File: config.mk
export PLATFORM = sky130hd
export DESIGN_NAME = rx_anc_hop_ctrl
export DESIGN_NICKNAME = d
export VERILOG_FILES = /design/src/rtl/rx_anc_pkg.sv /design/src/rtl/rx_anc_beat_counter.sv /design/src/rtl/rx_anc_hop_ctrl.sv
export SDC_FILE = /design/constraint.sdc
export NUM_CORES = 1
export LEC_CHECK = 0
export ABC_CLOCK_PERIOD_IN_PS = 5000
export BUFFER_PORTS_ARGS = -buffer_cell sky130_fd_sc_hd__buf_4
export CAP_MARGIN = 20
export CORE_UTILIZATION = 40
export CTS_BUF_LIST = sky130_fd_sc_hd__clkbuf_8
export DETAILED_ROUTE_END_ITERATION = 6
export PLACE_DENSITY = 0.6
export SLEW_MARGIN = 10
export SYNTH_ARGS = -nofsm -noshare
export SYNTH_HDL_FRONTEND = slang
export SYNTH_HIERARCHICAL = 1
export SYNTH_SLANG_ARGS = --single-unit
File: constraint.sdc
create_clock -name clk -period 5 [get_ports clk]
set_clock_uncertainty 0.1 [all_clocks]
set_input_delay 1.25 -clock clk [delete_from_list [all_inputs] [get_ports clk]]
set_output_delay 1.25 -clock clk [all_outputs]
set_load 0.02 [all_outputs]
File: src/rtl/rx_anc_pkg.sv
//------------------------------------------------------------------------------
// rx_anc_pkg : shared types and constants for the RX ANC hop sequencer/datapath
// Revision   : 1.0
//------------------------------------------------------------------------------
`default_nettype none

package rx_anc_pkg;

    localparam int DEF_PHASE_WIDTH = 24;
    localparam int DEF_NSIG_WIDTH  = 24;
    localparam int DEF_NSYMB_WIDTH = 16;

    localparam logic [DEF_PHASE_WIDTH-1:0] RX_ANC_START_PH = 24'h000000;

    typedef enum logic [1:0] {
        ST_IDLE = 2'd0,
        ST_RUN  = 2'd1,
        ST_DONE = 2'd2
    } rx_anc_state_e;

endpackage

`default_nettype wire

File: src/rtl/rx_anc_beat_counter.sv
//------------------------------------------------------------------------------
// rx_anc_beat_counter : sample/symbol counter pair with registered terminal flags
// Revision            : 1.0
//------------------------------------------------------------------------------
`default_nettype none

module rx_anc_beat_counter
    import rx_anc_pkg::*;
#(
    parameter int NSIG_WIDTH  = DEF_NSIG_WIDTH,
    parameter int NSYMB_WIDTH = DEF_NSYMB_WIDTH
) (
    input  logic                   clk,
    input  logic                   reset_n,
    input  logic                   load_i,
    input  logic                   en_i,
    input  logic [NSIG_WIDTH-1:0]  cfg_nsig_i,
    input  logic [NSYMB_WIDTH-1:0] cfg_nsymb_i,
    output logic                   last_samp_o,
    output logic                   last_samp_d_o,
    output logic                   last_symb_o,
    output logic [NSYMB_WIDTH-1:0] symb_count_o
);

    logic [NSIG_WIDTH-1:0]  samp_term_q;
    logic [NSYMB_WIDTH-1:0] nsymb_q;
    logic [NSIG_WIDTH-1:0]  samp_cnt_q,  samp_cnt_d;
    logic [NSYMB_WIDTH-1:0] symb_cnt_q,  symb_cnt_d;
    logic                   last_samp_q, last_samp_d;
    logic [NSIG_WIDTH-1:0]  w_load_term;

    // Terminal sample index is nsig-1, with nsig==0 folded onto 1.
    assign w_load_term = (cfg_nsig_i == '0) ? '0 : cfg_nsig_i - NSIG_WIDTH'(1);

    always_comb begin
        samp_cnt_d  = samp_cnt_q;
        symb_cnt_d  = symb_cnt_q;
        last_samp_d = last_samp_q;
        if (load_i) begin
            samp_cnt_d  = '0;
            symb_cnt_d  = '0;
            last_samp_d = (w_load_term == '0);
        end else if (en_i) begin
            if (last_samp_q) begin
                samp_cnt_d  = '0;
                symb_cnt_d  = symb_cnt_q + NSYMB_WIDTH'(1);
                last_samp_d = (samp_term_q == '0);
            end else begin
                samp_cnt_d  = samp_cnt_q + NSIG_WIDTH'(1);
                last_samp_d = ((samp_cnt_q + NSIG_WIDTH'(1)) == samp_term_q);
            end
        end
    end

    always_ff @(posedge clk or negedge reset_n) begin
        if (!reset_n) begin
            samp_term_q <= '0;
            nsymb_q     <= '0;
            samp_cnt_q  <= '0;
            symb_cnt_q  <= '0;
            last_samp_q <= 1'b0;
        end else begin
            if (load_i) begin
                samp_term_q <= w_load_term;
                nsymb_q     <= cfg_nsymb_i;
            end
            samp_cnt_q  <= samp_cnt_d;
            symb_cnt_q  <= symb_cnt_d;
            last_samp_q <= last_samp_d;
        end
    end

    // nsymb==0 is continuous mode: never the last symbol.
    assign last_symb_o   = (nsymb_q != '0) && (symb_cnt_q == (nsymb_q - NSYMB_WIDTH'(1)));
    assign last_samp_o   = last_samp_q;
    assign last_samp_d_o = last_samp_d;
    assign symb_count_o  = symb_cnt_q;

endmodule

`default_nettype wire

File: src/rtl/rx_anc_hop_ctrl.sv
//------------------------------------------------------------------------------
// rx_anc_hop_ctrl : phase-word sequencer with per-symbol frequency hopping
// Revision        : 1.0
//------------------------------------------------------------------------------
`default_nettype none

module rx_anc_hop_ctrl
    import rx_anc_pkg::*;
#(
    parameter int                     PHASE_WIDTH = DEF_PHASE_WIDTH,
    parameter int                     NSIG_WIDTH  = DEF_NSIG_WIDTH,
    parameter int                     NSYMB_WIDTH = DEF_NSYMB_WIDTH,
    parameter logic [PHASE_WIDTH-1:0] START_PH    = PHASE_WIDTH'(RX_ANC_START_PH)
) (
    input  logic                   clk,
    input  logic                   reset_n,
    input  logic [NSIG_WIDTH-1:0]  cfg_nsig,
    input  logic [NSYMB_WIDTH-1:0] cfg_nsymb,
    input  logic [PHASE_WIDTH-1:0] cfg_dph_inc,
    input  logic [PHASE_WIDTH-1:0] cfg_dph_step,
    input  logic                   start,
    input  logic                   abort,
    output logic                   srst,
    output logic [PHASE_WIDTH-1:0] phase_tdata,
    output logic                   phase_tvalid,
    output logic                   phase_tlast,
    input  logic                   phase_tready,
    output logic                   busy,
    output logic                   done,
    output logic [NSYMB_WIDTH-1:0] symb_count
);

    rx_anc_state_e          state_q;
    logic [PHASE_WIDTH-1:0] phase_q;
    logic [PHASE_WIDTH-1:0] inc_q;
    logic [PHASE_WIDTH-1:0] step_q;
    logic                   tvalid_q;
    logic                   tlast_q;
    logic                   srst_q;
    logic                   busy_q;
    logic                   done_q;
    logic                   abort_q;

    logic w_load;
    logic w_hs;
    logic w_abort;
    logic w_last_samp;
    logic w_last_samp_d;
    logic w_last_symb;
    logic w_burst_end;

    assign w_load      = (state_q == ST_IDLE) && start;
    assign w_hs        = (state_q == ST_RUN) && tvalid_q && phase_tready;
    assign w_abort     = abort || abort_q;
    assign w_burst_end = w_last_samp && w_last_symb;

    rx_anc_beat_counter #(
        .NSIG_WIDTH  (NSIG_WIDTH),
        .NSYMB_WIDTH (NSYMB_WIDTH)
    ) u_beat_counter (
        .clk           (clk),
        .reset_n       (reset_n),
        .load_i        (w_load),
        .en_i          (w_hs),
        .cfg_nsig_i    (cfg_nsig),
        .cfg_nsymb_i   (cfg_nsymb),
        .last_samp_o   (w_last_samp),
        .last_samp_d_o (w_last_samp_d),
        .last_symb_o   (w_last_symb),
        .symb_count_o  (symb_count)
    );

    always_ff @(posedge clk or negedge reset_n) begin
        if (!reset_n) begin
            state_q  <= ST_IDLE;
            phase_q  <= START_PH;
            inc_q    <= '0;
            step_q   <= '0;
            tvalid_q <= 1'b0;
            tlast_q  <= 1'b0;
            srst_q   <= 1'b0;
            busy_q   <= 1'b0;
            done_q   <= 1'b0;
            abort_q  <= 1'b0;
        end else begin
            srst_q <= 1'b0;
            done_q <= 1'b0;
            case (state_q)
                ST_IDLE: begin
                    if (start) begin
                        state_q  <= ST_RUN;
                        phase_q  <= START_PH;
                        inc_q    <= cfg_dph_inc;
                        step_q   <= cfg_dph_step;
                        tvalid_q <= 1'b1;
                        tlast_q  <= w_last_samp_d;
                        srst_q   <= 1'b1;
                        busy_q   <= 1'b1;
                        abort_q  <= 1'b0;
                    end
                end
                ST_RUN: begin
                    if (w_hs) begin
                        if (w_last_samp) begin
                            phase_q <= START_PH;
                            inc_q   <= inc_q + step_q;
                        end else begin
                            phase_q <= phase_q + inc_q;
                        end
                        if (w_abort || w_burst_end) begin
                            state_q  <= ST_DONE;
                            tvalid_q <= 1'b0;
                            tlast_q  <= 1'b0;
                            busy_q   <= 1'b0;
                            done_q   <= 1'b1;
                            abort_q  <= 1'b0;
                        end else begin
                            tlast_q <= w_last_samp_d;
                        end
                    end else if (w_abort) begin
                        // Stalled beat is kept but closed out as the final one.
                        abort_q <= 1'b1;
                        tlast_q <= 1'b1;
                    end
                end
                ST_DONE: begin
                    state_q <= ST_IDLE;
                end
                default: begin
                    state_q <= ST_IDLE;
                end
            endcase
        end
    end

    assign srst         = srst_q;
    assign phase_tdata  = phase_q;
    assign phase_tvalid = tvalid_q;
    assign phase_tlast  = tlast_q;
    assign busy         = busy_q;
    assign done         = done_q;

endmodule

`default_nettype wire

==> summary.txt <==
STA
  • Maximum clock rate: 268.0 MHz
  • Fin. Hold Viols: 0
  • Total negative slack: 0 ps
  • Fin. max-slew vios: 0
  • Count of final setup violators: 0
  • Slew @ Worst Pin: 914.7 ps
  • Relative slew slack: 38.96%
  • RSZ-0062 raised after global routing: false
  • Final Critical Period: 3731 ps
  • Period utilization: 74.63%
  • Hold WS: 408.7 ps

Floorplan
  • Die footprint: 28370 um2
  • Effective utilization at floorplan: 41.00%
  • Die Ht: 168.4 um
  • Total core area: 27030 um2
  • FP Rows: 60
  • I/O pins: 138
  • Die extent in x: 168.4 um

Placement
  • Port Buffers: 137
  • Hpwl dp: 23220 um
  • GP Congestion: 0.8942

Detailed routing
  • Drt drc: 0
  • Detailed Route WL: 31040 um
  • Routed vias: 9902
  • Wirelength per Cell: 18.15 um
  • Vias per std cell: 5.791
  • Antenna Nets Post-Route: 0
  • 1st-pass router iterations: 5
  • Drt initial violations: 651

Critical path
  • Req. time, crit path: 5260 ps
  • Crit start category: flop
  • Crit Path Class: flop to flop
  • Worst-path maximum fanout: 10
  • Setup crit end kind: flop
  • Critical Path AT: 4000 ps

Synthesis
  • Async set or reset register ratio after synthesis: 100.0%
  • Synth Register Bits: 160
  • Net Count, Synth: 1387
  • Syn Area/Cell: 8.921 um2
  • Synth Flop Type: dfrtp_1
  • Yosys cell types: 82
  • Cell Area, Synth: 11080 um2
  • Synth warn: 6
  • Register area share after synthesis: 36.14%
  • Gate count of the mapped netlist: 1242
  • EDFF count, synth: 0

Final layout
  • Fraction of layout cells with a size suffix above 1: 18.55%
  • Fillers: 2629
  • Area delta synth->final: 16.09%
  • # diodes: 0
  • Nets: 1501
  • Post-layout util: 47.59%

CTS
  • Root buffer cell: clkbuf_8
  • Later-pin clock latency in the skew report: 480 ps
  • CTS H-Tree Depth: 4
  • Cts hold-fix bufs: 0
  • CTS tree: done
  • CTS resizes: 0
  • Total CTS buffers: 17
  • Clock buffer depth: 2
  • Worst-path clk slew: 110 ps
  • Post-CTS Setup Bufs: 0
  • CTS Sinks: 160

GRT
  • Number of global-route vias before repair: 9340
  • Antenna violations before repair: 0
  • Pin count of the biggest net entering global routing: 90
  • Total grt overflow: 0
  • First-pass GRT wire length: 49980 um
  • Total GRT Usage: 22.04%

Outcome
  • Status: finished clean

Power
  • PD cells: 589.8 nW/um2
  • Max VDD drop: 0.0002378 V
  • Leak: 5.573 nW

Run
  • Max capacitance violation total: 0

Worst hold path
  • Hold Path Class: flop to flop
[logic make-up (layout without fill, tap and decap cells)]
kind of cell             count (synthesis)  after routing  share of synthesized area (%)
AO/OA/AOI/OAI                          343            343                          20.38
flip-flops                             160            160                          36.14
AND/OR/NAND/NOR                        440            440                          20.67
adder cells (fa/ha/maj)                 53             53                          6.098
multiplexers                            47             47                          4.788
buffers and inverters                   88            215                          3.151
XOR/XNOR                               111            111                          8.775
[layout make-up]
cell class                      instances  area, um2  area share, %
Clock inverter                         15      185.2          1.440
Clock buffer                           17      234.0          1.819
Multi-Input combinational cell        994       6740          52.40
Sequential cell                       160       4004          31.13
Timing Repair Buffer                  155       1167          9.076
Inverter                               28      105.1         0.8171
Tap cell                              341      426.7          3.317
[metal layers]
metal	track usage, %	vias up	wire length (um)
met1	29.05	4802	14070
met2	37.98	236	15360
li1	-	4844	-
met5	0	-	0
met3	3.197	20	1308
met4	5.217	0	302
[cells in the mapped netlist (all sizes together) (36+ instances only)]
| library cell | number | area, um2 |
|---|---|---|
| dfrtp | 160 | 4004 |
| nand2 | 95 | 356.6 |
| nand3 | 50 | 272.8 |
| ha | 50 | 625.6 |
| nor3 | 36 | 201.5 |
| clkbuf | 46 | 172.7 |
| mux2 | 38 | 427.9 |
| nor2 | 103 | 386.6 |
| o21ai | 85 | 425.4 |
| a21oi | 80 | 400.4 |
| xor2 | 46 | 402.9 |
| xnor2 | 65 | 569.3 |
[layout by cell type, fill, tap and decap left out, types with 6 or more instances in the layout]
cell,count
o22ai_1,8
o21ai_0,84
nor4_1,18
o2bb2ai_1,9
o41ai_1,6
dfrtp_1,160
a22o_1,24
clkbuf_8,17
a21oi_1,79
nor3_1,33
a31oi_1,16
ha_1,50
o211ai_1,10
nand3b_1,7
mux2_2,38
xor2_1,46
o31ai_1,14
a211oi_1,12
nand2b_1,9
nor2b_1,12
and3_1,19
mux2i_1,8
nand2_1,95
nand3_1,47
nand4_1,30
or3_1,15
a21o_1,21
inv_1,27
xnor2_1,65
o21a_1,9
nor2_1,101
or4_1,11
buf_4,154
and2_1,7
[worst max-delay path, cell delays in order (launching register included)]
cell and delay [ps]:
dfrtp_1 480, or4_1 630, nor4_4 450, o211ai_1 170
o21a_1 130, a2111oi_0 320, nand4_1 170, a2111oi_2 340
nand2_1 110, a211oi_1 480, nand2b_1 180, a21oi_1 60
[sequential cells by signal (all words and copies together), names as in the netlist]
signal,cells
u_beat_counter/samp_term_q,24
busy,1
u_beat_counter/nsymb_q,16
abort_q,1
phase_tlast,1
srst,1
u_beat_counter/last_samp_o,1
phase_tdata,24
state_q,2
u_beat_counter/symb_count_o,16
done,1
inc_q,24
u_beat_counter/samp_cnt_q,24
step_q,24
[stage by stage]
| step | area, um2 | cells | total power [W] | setup slack (ps) |
|---|---|---|---|---|
| 2_1_floorplan | 11080 | 1242 | 0.005426 | 1059 |
| 3_3_place_gp | 12440 | 1677 | 0.006520 | 1228 |
| 3_5_place_dp | 12440 | 1677 | 0.006576 | 1133 |
| 4_1_cts | 12850 | 1709 | 0.007612 | 1235 |
| 5_1_grt | 12860 | 1710 | 0.008202 | 940.0 |
| 6_report | 12860 | 1710 | 0.007587 | 1269 |
[power breakdown]
group | internal [W] | switching (W)
Sequential | 0.00175 | 0.000558
Clock | 0.000388 | 0.000622
Combinational | 0.00188 | 0.00239
Total | 0.00402 | 0.00357
[path summary, 6_finish.rpt]
kind / start / slack (ps) / to / cells past startpoint
worst max-delay path: u_beat_counter/nsymb_q[3]$_DFFE_PN0P_ / 1270 / phase_tlast$_DFFE_PN0P_ / 11
worst min-delay path: u_beat_counter/samp_cnt_q[23]$_DFFE_PN0P_ / 410 / u_beat_counter/samp_cnt_q[23]$_DFFE_PN0P_ / 1
worst max register to register: u_beat_counter/nsymb_q[3]$_DFFE_PN0P_ / 1270 / phase_tlast$_DFFE_PN0P_ / 11
worst min register to register: u_beat_counter/samp_cnt_q[23]$_DFFE_PN0P_ / 410 / u_beat_counter/samp_cnt_q[23]$_DFFE_PN0P_ / 1
max in group asynchronous: reset_n / 3180 / u_beat_counter/nsymb_q[10]$_DFFE_PN0P_ / 2
min in group asynchronous: reset_n / 750 / phase_tdata[4]$_DFFE_PN0P_ / 1
Note: power is estimated with default switching activity, not from simulation.
